File: config.mk
export PLATFORM = sky130hd
export DESIGN_NAME = lsu_mem_ctrl_flat
export DESIGN_NICKNAME = d
export VERILOG_FILES = /design/src/rtl/lsu_mem_ctrl_if.sv /design/src/rtl/lsu_mem_ctrl.sv /design/src/flat_wrapper.sv
export SDC_FILE = /design/constraint.sdc
export NUM_CORES = 1
export LEC_CHECK = 0
export BUFFER_PORTS_ARGS = -buffer_cell sky130_fd_sc_hd__buf_4
export CORE_AREA = 4 4 147 149
export CTS_CLUSTER_SIZE = 20
export DETAILED_ROUTE_END_ITERATION = 10
export DIE_AREA = 0 0 151 153
export PLACE_DENSITY = 0.56
export SYNTH_ARGS = -nofsm -noshare
export SYNTH_HDL_FRONTEND = slang
export SYNTH_SLANG_ARGS = --single-unit
export TNS_END_PERCENT = 5
File: constraint.sdc
create_clock -name clk -period 9.7 [get_ports clk]
set_input_delay 2.425 -clock clk [delete_from_list [all_inputs] [get_ports clk]]
set_output_delay 2.425 -clock clk [all_outputs]
set_load 0.02 [all_outputs]
File: src/rtl/lsu_mem_ctrl_if.sv
// Request/response and data-memory signals between the MEM stage, the load/store
// sequencer and the word-ported data memory.
interface lsu_mem_ctrl_if;
    logic        req_valid;
    logic        req_ready;
    logic        req_write;
    logic [2:0]  req_funct3;
    logic [31:0] req_addr;
    logic [31:0] req_wdata;
    logic        resp_valid;
    logic [31:0] resp_rdata;
    logic        resp_fault;
    logic [1:0]  resp_cause;
    logic        mem_read;
    logic        mem_write;
    logic [31:0] mem_addr;
    logic [31:0] mem_wdata;
    logic [31:0] mem_rdata;

    // master: core plus memory side; slave: the sequencer
    modport master (
        output req_valid, req_write, req_funct3, req_addr, req_wdata, mem_rdata,
        input  req_ready, resp_valid, resp_rdata, resp_fault, resp_cause,
        input  mem_read, mem_write, mem_addr, mem_wdata
    );

    modport slave (
        input  req_valid, req_write, req_funct3, req_addr, req_wdata, mem_rdata,
        output req_ready, resp_valid, resp_rdata, resp_fault, resp_cause,
        output mem_read, mem_write, mem_addr, mem_wdata
    );
endinterface

File: src/rtl/lsu_mem_ctrl.sv
// Load/store sequencer: word-aligned memory access, read-modify-write for
// sub-word stores, sign/zero extension for sub-word loads, fault reporting.
module lsu_mem_ctrl #(
    parameter int ADDR_BITS = 12
) (
    input  logic          clk,
    input  logic          reset,
    lsu_mem_ctrl_if.slave bus
);

    typedef enum logic [2:0] {IDLE, READ, CAPTURE, WRITE, RESP} state_t;

    state_t      state;
    logic        write_q;
    logic [2:0]  funct3_q;
    logic [31:0] addr_q;
    logic [31:0] wdata_q;
    logic [31:0] merge_q;
    logic [31:0] rdata_q;
    logic        fault_q;
    logic [1:0]  cause_q;

    logic        accept;
    logic [1:0]  req_cause;

    // Priority: illegal funct3 > misaligned > out of range.
    function automatic logic [1:0] fault_cause(input logic wr, input logic [2:0] f3,
                                               input logic [31:0] addr);
        logic illegal;
        logic misaligned;
        logic out_of_range;
        illegal      = wr ? (f3 > 3'b010) : (f3 == 3'b011 || f3 == 3'b110 || f3 == 3'b111);
        misaligned   = (f3[1:0] == 2'b01 && addr[0]) || (f3[1:0] == 2'b10 && addr[1:0] != 2'b00);
        out_of_range = {1'b0, addr} >= (33'd1 << ADDR_BITS);
        if (illegal)           return 2'd3;
        else if (misaligned)   return 2'd1;
        else if (out_of_range) return 2'd2;
        else                   return 2'd0;
    endfunction

    function automatic logic [31:0] load_extract(input logic [2:0] f3, input logic [1:0] off,
                                                 input logic [31:0] word);
        logic [31:0]        lane;
        logic signed [7:0]  b;
        logic signed [15:0] h;
        logic signed [31:0] r;
        lane = word >> {off, 3'b000};
        b    = lane[7:0];
        h    = lane[15:0];
        case (f3)
            3'b000:  r = b;
            3'b001:  r = h;
            3'b100:  r = {24'd0, lane[7:0]};
            3'b101:  r = {16'd0, lane[15:0]};
            default: r = word;
        endcase
        return r;
    endfunction

    function automatic logic [31:0] store_merge(input logic half, input logic [1:0] off,
                                                input logic [31:0] word, input logic [31:0] wd);
        logic [4:0]  sh;
        logic [31:0] mask;
        logic [31:0] lane;
        sh   = {off, 3'b000};
        mask = (half ? 32'h0000_FFFF : 32'h0000_00FF) << sh;
        lane = wd << sh;
        return (word & ~mask) | (lane & mask);
    endfunction

    assign accept    = bus.req_valid && (state == IDLE);
    assign req_cause = fault_cause(bus.req_write, bus.req_funct3, bus.req_addr);

    always_ff @(posedge clk or posedge reset) begin
        if (reset) begin
            state    <= IDLE;
            write_q  <= 1'b0;
            funct3_q <= 3'd0;
            addr_q   <= 32'd0;
            wdata_q  <= 32'd0;
            merge_q  <= 32'd0;
            rdata_q  <= 32'd0;
            fault_q  <= 1'b0;
            cause_q  <= 2'd0;
        end else begin
            case (state)
                IDLE: begin
                    if (accept) begin
                        write_q  <= bus.req_write;
                        funct3_q <= bus.req_funct3;
                        addr_q   <= bus.req_addr;
                        wdata_q  <= bus.req_wdata;
                        rdata_q  <= 32'd0;
                        fault_q  <= (req_cause != 2'd0);
                        cause_q  <= req_cause;
                        if (req_cause != 2'd0)
                            state <= RESP;
                        else if (!bus.req_write || bus.req_funct3[1:0] != 2'b10)
                            state <= READ;
                        else
                            state <= WRITE;
                    end
                end
                READ: state <= CAPTURE;
                CAPTURE: begin
                    // mem_rdata holds the word addressed in READ
                    if (write_q) begin
                        merge_q <= store_merge(funct3_q[0], addr_q[1:0], bus.mem_rdata, wdata_q);
                        state   <= WRITE;
                    end else begin
                        rdata_q <= load_extract(funct3_q, addr_q[1:0], bus.mem_rdata);
                        state   <= RESP;
                    end
                end
                WRITE:   state <= RESP;
                RESP:    state <= IDLE;
                default: state <= IDLE;
            endcase
        end
    end

    assign bus.req_ready  = (state == IDLE);
    assign bus.mem_read   = (state == READ);
    assign bus.mem_write  = (state == WRITE);
    assign bus.resp_valid = (state == RESP);
    assign bus.resp_rdata = rdata_q;
    assign bus.resp_fault = fault_q;
    assign bus.resp_cause = cause_q;
    assign bus.mem_addr   = {addr_q[31:2], 2'b00};
    assign bus.mem_wdata  = (funct3_q[1:0] == 2'b10) ? wdata_q : merge_q;

endmodule

File: src/flat_wrapper.sv
// flat-port wrapper written by rule: the top's interface ports become plain ports
module lsu_mem_ctrl_flat 
#(
    parameter int ADDR_BITS = 12
)
  (clk, reset, bus_req_valid, bus_req_write, bus_req_funct3, bus_req_addr, bus_req_wdata, bus_mem_rdata, bus_req_ready, bus_resp_valid, bus_resp_rdata, bus_resp_fault, bus_resp_cause, bus_mem_read, bus_mem_write, bus_mem_addr, bus_mem_wdata);
  lsu_mem_ctrl_if bus_i ();
  input  logic clk;
  input  logic reset;
  input wire logic [$bits(bus_i.req_valid)-1:0] bus_req_valid;
  input wire logic [$bits(bus_i.req_write)-1:0] bus_req_write;
  input wire logic [$bits(bus_i.req_funct3)-1:0] bus_req_funct3;
  input wire logic [$bits(bus_i.req_addr)-1:0] bus_req_addr;
  input wire logic [$bits(bus_i.req_wdata)-1:0] bus_req_wdata;
  input wire logic [$bits(bus_i.mem_rdata)-1:0] bus_mem_rdata;
  output wire logic [$bits(bus_i.req_ready)-1:0] bus_req_ready;
  output wire logic [$bits(bus_i.resp_valid)-1:0] bus_resp_valid;
  output wire logic [$bits(bus_i.resp_rdata)-1:0] bus_resp_rdata;
  output wire logic [$bits(bus_i.resp_fault)-1:0] bus_resp_fault;
  output wire logic [$bits(bus_i.resp_cause)-1:0] bus_resp_cause;
  output wire logic [$bits(bus_i.mem_read)-1:0] bus_mem_read;
  output wire logic [$bits(bus_i.mem_write)-1:0] bus_mem_write;
  output wire logic [$bits(bus_i.mem_addr)-1:0] bus_mem_addr;
  output wire logic [$bits(bus_i.mem_wdata)-1:0] bus_mem_wdata;
  assign bus_i.req_valid = bus_req_valid;
  assign bus_i.req_write = bus_req_write;
  assign bus_i.req_funct3 = bus_req_funct3;
  assign bus_i.req_addr = bus_req_addr;
  assign bus_i.req_wdata = bus_req_wdata;
  assign bus_i.mem_rdata = bus_mem_rdata;
  assign bus_req_ready = bus_i.req_ready;
  assign bus_resp_valid = bus_i.resp_valid;
  assign bus_resp_rdata = bus_i.resp_rdata;
  assign bus_resp_fault = bus_i.resp_fault;
  assign bus_resp_cause = bus_i.resp_cause;
  assign bus_mem_read = bus_i.mem_read;
  assign bus_mem_write = bus_i.mem_write;
  assign bus_mem_addr = bus_i.mem_addr;
  assign bus_mem_wdata = bus_i.mem_wdata;
  lsu_mem_ctrl #(.ADDR_BITS(ADDR_BITS)) u_core (.clk(clk), .reset(reset), .bus(bus_i));
endmodule
==> results by group <==
Status
  • Status: finished, final reports clean

Timing
  • Fin crit period: 4870 ps
  • Final period util: 0.502
  • Final Hold Viols: 0
  • Unrepaired setup endpoints after global routing: false
  • Fin. max-slew vios: 0
  • Fin Setup TNS: 0 ps
  • Least-Margin Pin Slew: between 1000 and 1500 ps
  • Slew HR: 0.178
  • Clock Skew: around 10 ps
  • FMAX: 0.205 GHz
  • # setup viols final: 0

Yosys
  • Synth top area share: 0.491
  • Post-synth EDFFs: 0
  • Syn Area/Cell: approximately 9 um^2
  • Synth Warn #: 0
  • Top post-synthesis cells by area: dfrtp_1 49%, nand2_1 13%, mux2_2 5.8%
  • Synth area leader: dfrtp_1
  • Seq/Total Area, Yosys: 0.491
  • Asr flop ratio synth: 1.00
  • Count of cell types in the netlist: 45
  • Synth cell count leaders: 246 x nand2_1, 138 x dfrtp_1, 50 x o21ai_0
  • Synthesized netlist cell count: 794
  • Ys flop type: dfrtp_1
  • Post-Syn Area: about 7000 um^2
  • Flops & latches, synth: around 140
  • Cell with the most instances after synthesis: nand2_1

Routing
  • WL final: 22,800 um
  • Pre-antenna DRT Iters: 5
  • Vias per inst: around 4.8
  • WL/cell: roughly 19 um
  • Detailed-route DRC error count: 0
  • Remaining antenna violation count: 0
  • DRT iter0 DRCs: between 300 and 400
  • Via count: a little under 6k

GRT
  • Initial antenna violation count: 0
  • GRT Total Usage: 0.197
  • Largest net degree at the start of global routing: 88
  • Number of global-route vias before repair: approximately 5.8k
  • First-pass GRT wire length: about 35,000 um
  • Gr ovfl total: 0

Worst setup path
  • Worst Path Arrival: roughly 2400 ps
  • Worst reg-to-reg path cell count: 3
  • Crit Path Class: register to primary output
  • R2r setup slk: ~7300 ps
  • Crit end category: primary output
  • CP Launch Type: register
  • Max Fanout on Critical Path: 32
  • Critical path required time: around 7300 ps

CTS
  • TritonCTS Sinks: 138
  • Clk root buf: clkbuf_16
  • H-tree depth: 4
  • Total CTS buffers: 17
  • CTS clk-pin slew, worst paths: 60 ps
  • Post-CTS resize count: 0
  • Clk buf depth: 2
  • Clock latency on the worst-skew pair: 420 ps
  • # Post-CTS Setup Buffers: 0
  • Hold_buf cts: 0
  • CTS tree: done

Cells and area
  • Finished Core Util: 0.450
  • Area added between synthesis and finish: 29.0%
  • Share of cells above drive strength 1: 0.301
  • Fill count: between 2k and 2.5k
  • Fin nets: about 1.0k
  • Final antenna diode count: 0

Power and ir drop
  • Power per Cell Area: around 180 nW/um^2
  • P_sw: between 500 and 600 uW
  • Sw frac: 0.309
  • Leakage: between 0.004 and 0.005 uW
  • Total power: ~1700 uW
  • Sequential power share: 0.393
  • P_int: 1150 uW
  • Part of the power in the clock network: 0.399
  • VDD IR max: 0.000134 V
  • Comb pwr share: 0.208

Hold path
  • Hold Crit Class: register to register
  • Hold depth: 2

Place
  • Routability cong.: around 0.84
  • IO Port Bufs: a little over 200
  • Placed wire-length estimate: ~16,000 um

Floorplanning
  • Core area: between 20,000 and 25,000 um^2
  • Initial core utilization: 0.349
  • Die width: roughly 150 um
  • Row cnt: 52
  • Die Height: about 150 um
  • I/O Pins: roughly 210
  • Die area: 23,100 um^2

Flow run
  • Max Cap Viol: 0
[worst max-delay path, cell delays in order (launching register included)]
cell	delay, ps
dfrtp_1	790
nor2b_2	260
buf_4	400
mux2_2	400
buf_4	160
[sequential cells by signal, summed over array words and instances, names as in the netlist]
name / count
u_core.addr_q: 32
u_core.bus.resp_cause: 2
u_core.bus.resp_fault: 1
u_core.bus.resp_rdata: 32
u_core.funct3_q: 3
u_core.merge_q: 32
u_core.state: 3
u_core.wdata_q: 32
u_core.write_q: 1
[final timing paths]
| check | from | endpoint |
|---|---|---|
| min in group asynchronous | reset | u_core.wdata_q[29] |
| min | u_core.wdata_q[27] | u_core.wdata_q[27] |
| max reg2reg | u_core.state[1] | u_core.bus.resp_fault |
| max in group asynchronous | reset | u_core.wdata_q[8] |
| min reg2reg | u_core.wdata_q[27] | u_core.wdata_q[27] |
| max | u_core.funct3_q[1] | bus_mem_wdata[1] |
[placed cells by master, fill, tap and decap left out, drive strengths merged, types with 2 or more instances in the layout]
master    instances
nand3             8
a2bb2oi           7
nand2           246
inv              17
mux2i            33
nand2b            2
clkinvlp          3
o21a              2
clkinv            4
nor4              6
a22oi            16
or4b              2
nor4b             2
a31oi             8
mux2             41
o21ai            67
bufinv            2
nor3              4
nand3b            9
o22ai             7
dfrtp           138
a211oi            2
nor2b             3
or4               2
buf             209
conb              2
nor2             31
clkbuf           18
a21oi            45
[per-layer routing]
layer / GRT usage / part of all wire
met1: 0.280 / 0.46
met2: 0.289 / 0.45
met3: 0.0598 / 0.076
met4: 0.0544 / 0.013
met5: 0 / 0
[metrics by stage]
stage	hold slack (ps)	setup slack (ps)	cells	area (um^2)
after global placement	460	5320	1186	8480
final	472	4830	1218	9080
after floorplan	440	3580	795	7040
after detailed placement	460	5270	1186	8480
after CTS	475	4810	1218	9080
after global routing	495	4720	1218	9080
[final cells by class]
cell class              instances  area, um^2  area share
inverters                      12        50.0     0.00551
clock inverters                14         163      0.0179
well taps                     270         338      0.0372
flip-flops and latches        138        3450       0.380
repair buffers                209        1570       0.173
clock buffers                  18         439      0.0484
multi-input cells             557        3070       0.338
[cell families (layout without fill, tap and decap cells)]
logic type             Yosys count  count (layout)  synth area share
and+or+nand+nor                320             320             0.190
AOI/OAI and AO/OA              161             161             0.131
DFF                            138             138             0.491
buffers and inverters          100             253            0.0756
muxes                           74              74             0.113
other                            1               2          0.000533
[power groups by stage]
stage | Sequential (uW) | Combinational [uW] | Clock (uW)
floorplan | 646 | 240 | 0
global placement | 666 | 345 | 0
detailed placement | 664 | 350 | 0
CTS | 655 | 351 | 682
global route | 661 | 380 | 705
finish | 656 | 347 | 664
(Power assumes the default switching activity.)
